File: src/rtl/mpsk_pkg.sv
// Shared definitions for the M-PSK symbol modulator: state encoding and
// word/symbol sizing helpers.
package mpsk_pkg;

    typedef enum logic {
        ST_IDLE = 1'b0,
        ST_RUN  = 1'b1
    } state_e;

    // Symbols carried by one FIFO word.
    function automatic int mpsk_nsym(input int data_w, input int bps);
        return data_w / bps;
    endfunction

    // Symbol counter width; a one-symbol word still needs a 1-bit counter.
    function automatic int mpsk_symcnt_w(input int data_w, input int bps);
        int n;
        n = data_w / bps;
        return (n > 1) ? $clog2(n) : 1;
    endfunction

endpackage

File: src/rtl/mpsk_diff_encoder.sv
// Phase mapper: absolute (phase = sym) or differential
// (phase accumulates sym modulo 2^BPS), registered on each load strobe.
module mpsk_diff_encoder #(
    parameter int BPS = 2
) (
    input  logic           clk,
    input  logic           rst,
    input  logic           load_i,
    input  logic [BPS-1:0] sym_i,
    input  logic           diff_en_i,
    output logic [BPS-1:0] phase_o
);

    logic [BPS-1:0] phase_q, phase_d;

    always_comb begin
        phase_d = phase_q;
        if (load_i) begin
            // Natural wrap of the BPS-bit sum gives the mod 2^BPS.
            phase_d = diff_en_i ? (phase_q + sym_i) : sym_i;
        end
    end

    always_ff @(posedge clk) begin
        if (rst) phase_q <= '0;
        else     phase_q <= phase_d;
    end

    assign phase_o = phase_q;

endmodule

File: src/rtl/mpsk_symbol_modulator.sv
// Splits FIFO words into BPS-bit symbols, holds each for clks_per_sym clocks
// and emits a phase index with a strobe per symbol; words chain with no gap.
module mpsk_symbol_modulator
    import mpsk_pkg::*;
#(
    parameter int DATA_W = 8,
    parameter int BPS    = 2,
    parameter int CNT_W  = 16
) (
    input  logic              clk,
    input  logic              rst,
    input  logic              enable,
    input  logic [CNT_W-1:0]  clks_per_sym,
    input  logic              msb_first,
    input  logic              diff_en,
    input  logic [DATA_W-1:0] sample,
    input  logic              empty,
    output logic              read,
    output logic [BPS-1:0]    phase,
    output logic              sym_strobe,
    output logic              underrun,
    output logic              busy
);

    localparam int               NSYM     = mpsk_nsym(DATA_W, BPS);
    localparam int               SCW      = mpsk_symcnt_w(DATA_W, BPS);
    localparam logic [SCW-1:0]   LAST_SYM = SCW'(NSYM - 1);
    localparam logic [CNT_W-1:0] CNT_ONE  = CNT_W'(1);

    state_e              state_q, state_d;
    logic [DATA_W-1:0]   sreg_q, sreg_d, sreg_shift;
    logic [CNT_W-1:0]    clk_cnt_q, clk_cnt_d;
    logic [CNT_W-1:0]    cps_q, cps_d, end_cnt;
    logic [SCW-1:0]      sym_cnt_q, sym_cnt_d;
    logic                msb_q, msb_d, diff_q, diff_d;
    logic                read_q, strobe_q, underrun_q;
    logic                load, advance, underrun_d;
    logic                sym_end, last_sym, diff_sel;
    logic [BPS-1:0]      sym_next;

    function automatic logic [BPS-1:0] slice_sym(input logic [DATA_W-1:0] w,
                                                 input logic msb);
        return msb ? w[DATA_W-1 -: BPS] : w[BPS-1:0];
    endfunction

    // A latched period of 0 behaves as 1: the symbol ends at count 0.
    assign end_cnt  = (cps_q == '0) ? '0 : (cps_q - CNT_ONE);
    assign sym_end  = (state_q == ST_RUN) && (clk_cnt_q == end_cnt);
    assign last_sym = (sym_cnt_q == LAST_SYM);

    // State register
    always_ff @(posedge clk) begin
        if (rst) state_q <= ST_IDLE;
        else     state_q <= state_d;
    end

    // Next-state logic
    always_comb begin
        state_d = state_q;
        if (enable) begin
            case (state_q)
                ST_IDLE: if (!empty) state_d = ST_RUN;
                ST_RUN:  if (sym_end && last_sym && empty) state_d = ST_IDLE;
                default: state_d = ST_IDLE;
            endcase
        end
    end

    // Output / datapath control
    always_comb begin
        load       = 1'b0;
        advance    = 1'b0;
        underrun_d = 1'b0;
        if (enable) begin
            case (state_q)
                ST_IDLE: load = !empty;
                ST_RUN: begin
                    if (sym_end) begin
                        if (!last_sym)   advance    = 1'b1;
                        else if (!empty) load       = 1'b1;
                        else             underrun_d = 1'b1;
                    end
                end
                default: ;
            endcase
        end
    end

    // Datapath next-state; the first symbol of a load comes straight from sample
    // using the freshly sampled modes, later symbols from the shifted register.
    always_comb begin
        sreg_shift = msb_q ? (sreg_q << BPS) : (sreg_q >> BPS);
        sreg_d     = sreg_q;
        clk_cnt_d  = clk_cnt_q;
        sym_cnt_d  = sym_cnt_q;
        cps_d      = cps_q;
        msb_d      = msb_q;
        diff_d     = diff_q;
        sym_next   = slice_sym(sreg_shift, msb_q);
        diff_sel   = diff_q;
        if (load) begin
            sreg_d    = sample;
            clk_cnt_d = '0;
            sym_cnt_d = '0;
            cps_d     = clks_per_sym;
            msb_d     = msb_first;
            diff_d    = diff_en;
            sym_next  = slice_sym(sample, msb_first);
            diff_sel  = diff_en;
        end else if (advance) begin
            sreg_d    = sreg_shift;
            clk_cnt_d = '0;
            sym_cnt_d = sym_cnt_q + 1'b1;
        end else if (enable && state_q == ST_RUN) begin
            clk_cnt_d = clk_cnt_q + CNT_ONE;
        end
    end

    always_ff @(posedge clk) begin
        if (rst) begin
            sreg_q     <= '0;
            clk_cnt_q  <= '0;
            sym_cnt_q  <= '0;
            cps_q      <= '0;
            msb_q      <= 1'b0;
            diff_q     <= 1'b0;
            read_q     <= 1'b0;
            strobe_q   <= 1'b0;
            underrun_q <= 1'b0;
        end else begin
            sreg_q     <= sreg_d;
            clk_cnt_q  <= clk_cnt_d;
            sym_cnt_q  <= sym_cnt_d;
            cps_q      <= cps_d;
            msb_q      <= msb_d;
            diff_q     <= diff_d;
            read_q     <= load;
            strobe_q   <= load | advance;
            underrun_q <= underrun_d;
        end
    end

    mpsk_diff_encoder #(
        .BPS (BPS)
    ) u_enc (
        .clk       (clk),
        .rst       (rst),
        .load_i    (load | advance),
        .sym_i     (sym_next),
        .diff_en_i (diff_sel),
        .phase_o   (phase)
    );

    assign read       = read_q;
    assign sym_strobe = strobe_q;
    assign underrun   = underrun_q;
    assign busy       = (state_q == ST_RUN);

endmodule

File: config.mk
export PLATFORM = sky130hd
export DESIGN_NAME = mpsk_symbol_modulator
export DESIGN_NICKNAME = d
export VERILOG_FILES = /design/src/rtl/mpsk_pkg.sv /design/src/rtl/mpsk_diff_encoder.sv /design/src/rtl/mpsk_symbol_modulator.sv
export SDC_FILE = /design/constraint.sdc
export NUM_CORES = 1
export LEC_CHECK = 0
export ABC_AREA = 1
export ABC_CLOCK_PERIOD_IN_PS = 6800
export CORE_ASPECT_RATIO = 1.75
export CORE_MARGIN = 1.5
export CORE_UTILIZATION = 55
export CTS_BUF_LIST = sky130_fd_sc_hd__clkbuf_2 sky130_fd_sc_hd__clkbuf_4 sky130_fd_sc_hd__clkbuf_8
export CTS_CLUSTER_DIAMETER = 200
export DETAILED_ROUTE_END_ITERATION = 7
export GPL_ROUTABILITY_DRIVEN = 0
export PLACE_DENSITY = 0.8
export SLEW_MARGIN = 20
export SYNTH_ARGS = -nofsm -noshare
export SYNTH_HDL_FRONTEND = slang
export SYNTH_SLANG_ARGS = --single-unit
File: constraint.sdc
create_clock -name clk -period 6.8 [get_ports clk]
set_input_delay 0.68 -clock clk [delete_from_list [all_inputs] [get_ports clk]]
set_output_delay 0.68 -clock clk [all_outputs]
set_load 0.05 [all_outputs]
==> out/metrics.cfg <==
[status]
status = finished clean

[run]
drv_cap = 0

[sta]
setup_tns_ns = 0
fin_crit_sh = 0.4903
rsz0062_at_grt = no
fin_skew_ns = 0.006246
tightest_slew_ns = 0.7787
worst_slack_ns = 3.466
max_slew_margin = 0.4803
hold_viol_final = 0
maxSlewViolCount = 0
finalCriticalPeriod_ns = 3.334
finalSetupViolations = 0
hold_ws_ns = 0.4707
clock.fmax_ghz = 0.2999

[routing]
wl_per_cell_um = 12.53
wl_met3_um = 255
postRouteWirelength_um = 7281
dr.pass1.iters = 4
wl_met1_um = 2648
highest-signal-layer = met4
wl_met2_um = 3908
vias = 3062
drtIter0Drc = 132
drc = 0
drtAntennaViolNets = 0
vias_per_cell = 5.270

[synthesis]
ys_warn_count = 0
synth_xor_area_frac = 0.03956
synthCells = 476
synth-simple-area-share = 0.4536
synth_edf_count = 0
synth_seq_area_share = 0.3296
synthFlopType = dfxtp_1
synth-compound-area-share = 0.06428
async_flop_share = 0
ys_types = 33
ys_ff_latch = 50
synth_top_family_by_area = simple AND/OR/NAND/NOR gates
synthAdderAreaFrac = 0.01648
synthMuxAreaShare = 0.003296
synth_fp_nets = 510
syn_area_um2 = 3037
syn-mean-instance-area_um2 = 6.380

[global_route]
grt_pass1_vias = 3006
grt_antenna_before_repair = 0
grtUsageTotal = 0.2733
grt_pass1_wl_um = 12690
grt_remaining_overflow = 0
grt_max_degree = 28

[placed_design]
dp_slack_ns = 3.472
dp_cells = 574
port_buffers = 35
dp_hpwl_um = 5696

[final_layout]
antenna_cells = 0
syn_to_final_growth_pct = 14.92
drive_gt1_frac = 0.05523
final_common_cell = nand2_1
nFillCells = 481
fin_cells = 581
num-nets-final = 541
layout_common_cells = 156 x nand2_1, 54 x inv_1, 52 x nor2_1, 51 x nand3_1, 50 x dfxtp_1

[worst_setup_path]
reg2reg_to = clk_cnt_q[8]$_SDFFE_PP0P_
r2r_cells = 15
crit_end = clk_cnt_q[8]$_SDFFE_PP0P_
crit_start = cps_q[0]$_SDFFE_PP0P_
cp-start-kind = register
timing.rr.start = cps_q[0]$_SDFFE_PP0P_
critPathCaptureType = register
crit_arrival_ns = 3.54
required_ns = 7.00
critPathMaxFanout = 27
worstSetupPathType = register to register
reg2reg_slack_ns = 3.47

[floorplan]
io_pins = 36
core-area_um2 = 5299
fp.dieW_um = 59.17
initial_core_util = 0.5731
die_area_um2 = 5994
rows = 35
dieHeight_um = 101.3

[clock_network]
clk_latency_ns = 0.31
clk_pin_slew_ns = 0.09
cts_resized = 0
post_cts_buffers = 0
cts_hold_buf = 0
cts_tree = yes
cts_buffers = 5
cts_root_buf = clkbuf_8
clockBufferDepth = 2
cts_sinks = 50
h-tree-depth = 2

[power_and_ir_drop]
finalPower_mw = 0.6737
power_density_nw_per_um2 = 193.1
seq_power_share = 0.463
switching_share = 0.3411
p_int_mw = 0.4439
p_switching_mw = 0.2298
pwr-share-clk = 0.254
peakVddDrop_v = 0.0001134
p_leak_nw = 1.584
p_comb_frac = 0.283

[worst_hold_path]
min_delay_path_depth = 2
hp-class = register to register
hp-start = sreg_q[3]$_SDFFE_PP0P_

[sequential cells by signal (all words and copies together) (netlist names), 2 cells and up]
signal / cells
clk_cnt_q: 16
cps_q: 16
sreg_q: 8
sym_cnt_q: 2
u_enc.phase_o: 2
[critical path: stages, from the launching register on]
cell and delay, ns:
dfxtp_1 0.33, clkinv_1 0.18, ha_1 0.32, nand2_2 0.14, nor2_2 0.07, nand2_4 0.25, nand3_1 0.12, nand2_1 0.07
nand2_1 0.04, nor2_1 0.15, nand2_1 0.07, nor2_1 0.16, nand4_1 0.43, nand3_2 0.46, inv_1 0.24, and3_1 0.20
[cell usage after synthesis (3+ instances only)]
library cell / number / area (µm²)
nand2_1: 156 / 585.6
inv_1: 54 / 202.7
nor2_1: 53 / 198.9
nand3_1: 51 / 255.2
dfxtp_1: 50 / 1001
o21ai_0: 21 / 105.1
nand4_1: 13 / 81.33
xor2_1: 10 / 87.58
nor3b_1: 8 / 60.06
nor3_1: 6 / 30.03
a21oi_1: 5 / 25.02
o21ai_1: 5 / 25.02
buf_2: 4 / 20.02
buf_6: 4 / 45.04
ha_1: 4 / 50.05
nand3_2: 4 / 40.04
nor2_2: 4 / 25.02
nand2_4: 3 / 33.78
[logic make-up after synthesis]
group | Yosys count
AO/OA/AOI/OAI | 36
XOR/XNOR | 12
adder cells (fa/ha/maj) | 4
buffers and inverters | 66
flip-flops | 50
multiplexers | 1
AND/OR/NAND/NOR | 307
[worst min path at each step]
stage	endpoint	slack, ns
global placement	sreg_q[6]$_SDFFE_PP0P_	0.45
global route	sreg_q[3]$_SDFFE_PP0P_	0.48
detailed placement	sreg_q[3]$_SDFFE_PP0P_	0.46
CTS	sreg_q[3]$_SDFFE_PP0P_	0.47
floorplan	sreg_q[3]$_SDFFE_PP0P_	0.43
finish	sreg_q[3]$_SDFFE_PP0P_	0.47
[through the flow]
| step | instance area (µm²) | util |
|---|---|---|
| 6_report | 3490 | 0.6586 |
| 5_1_grt | 3490 | 0.6586 |
| 4_1_cts | 3490 | 0.6586 |
| 3_5_place_dp | 3406 | 0.6427 |
| 3_3_place_gp | 3403 | 0.6423 |
| 2_1_floorplan | 3037 | - |
[per-layer routing]
layer  up-vias  track usage
li1       1576            -
met5         -            0
met2        74       0.5111
met4         0       0.1853
met1      1381       0.2613
met3        31      0.04087
[power groups by stage]
stage / registers [mW] / logic (mW) / clock network (mW)
finish: 0.312 / 0.191 / 0.171
detailed placement: 0.318 / 0.189 / 0
global placement: 0.318 / 0.184 / 0
CTS: 0.312 / 0.189 / 0.175
floorplan: 0.320 / 0.140 / 0
global route: 0.313 / 0.218 / 0.187
[cell type report]
type                    count  area (µm²)  area share
well taps                  74       92.59     0.02653
inverters                  55       206.4     0.05916
clock buffers               5       68.82     0.01972
repair buffers             35       350.3      0.1004
clock inverters             2       15.01    0.004303
multi-input cells         360        1755      0.5030
flip-flops and latches     50        1001      0.2868
Note: power is estimated with default switching activity, not from simulation.
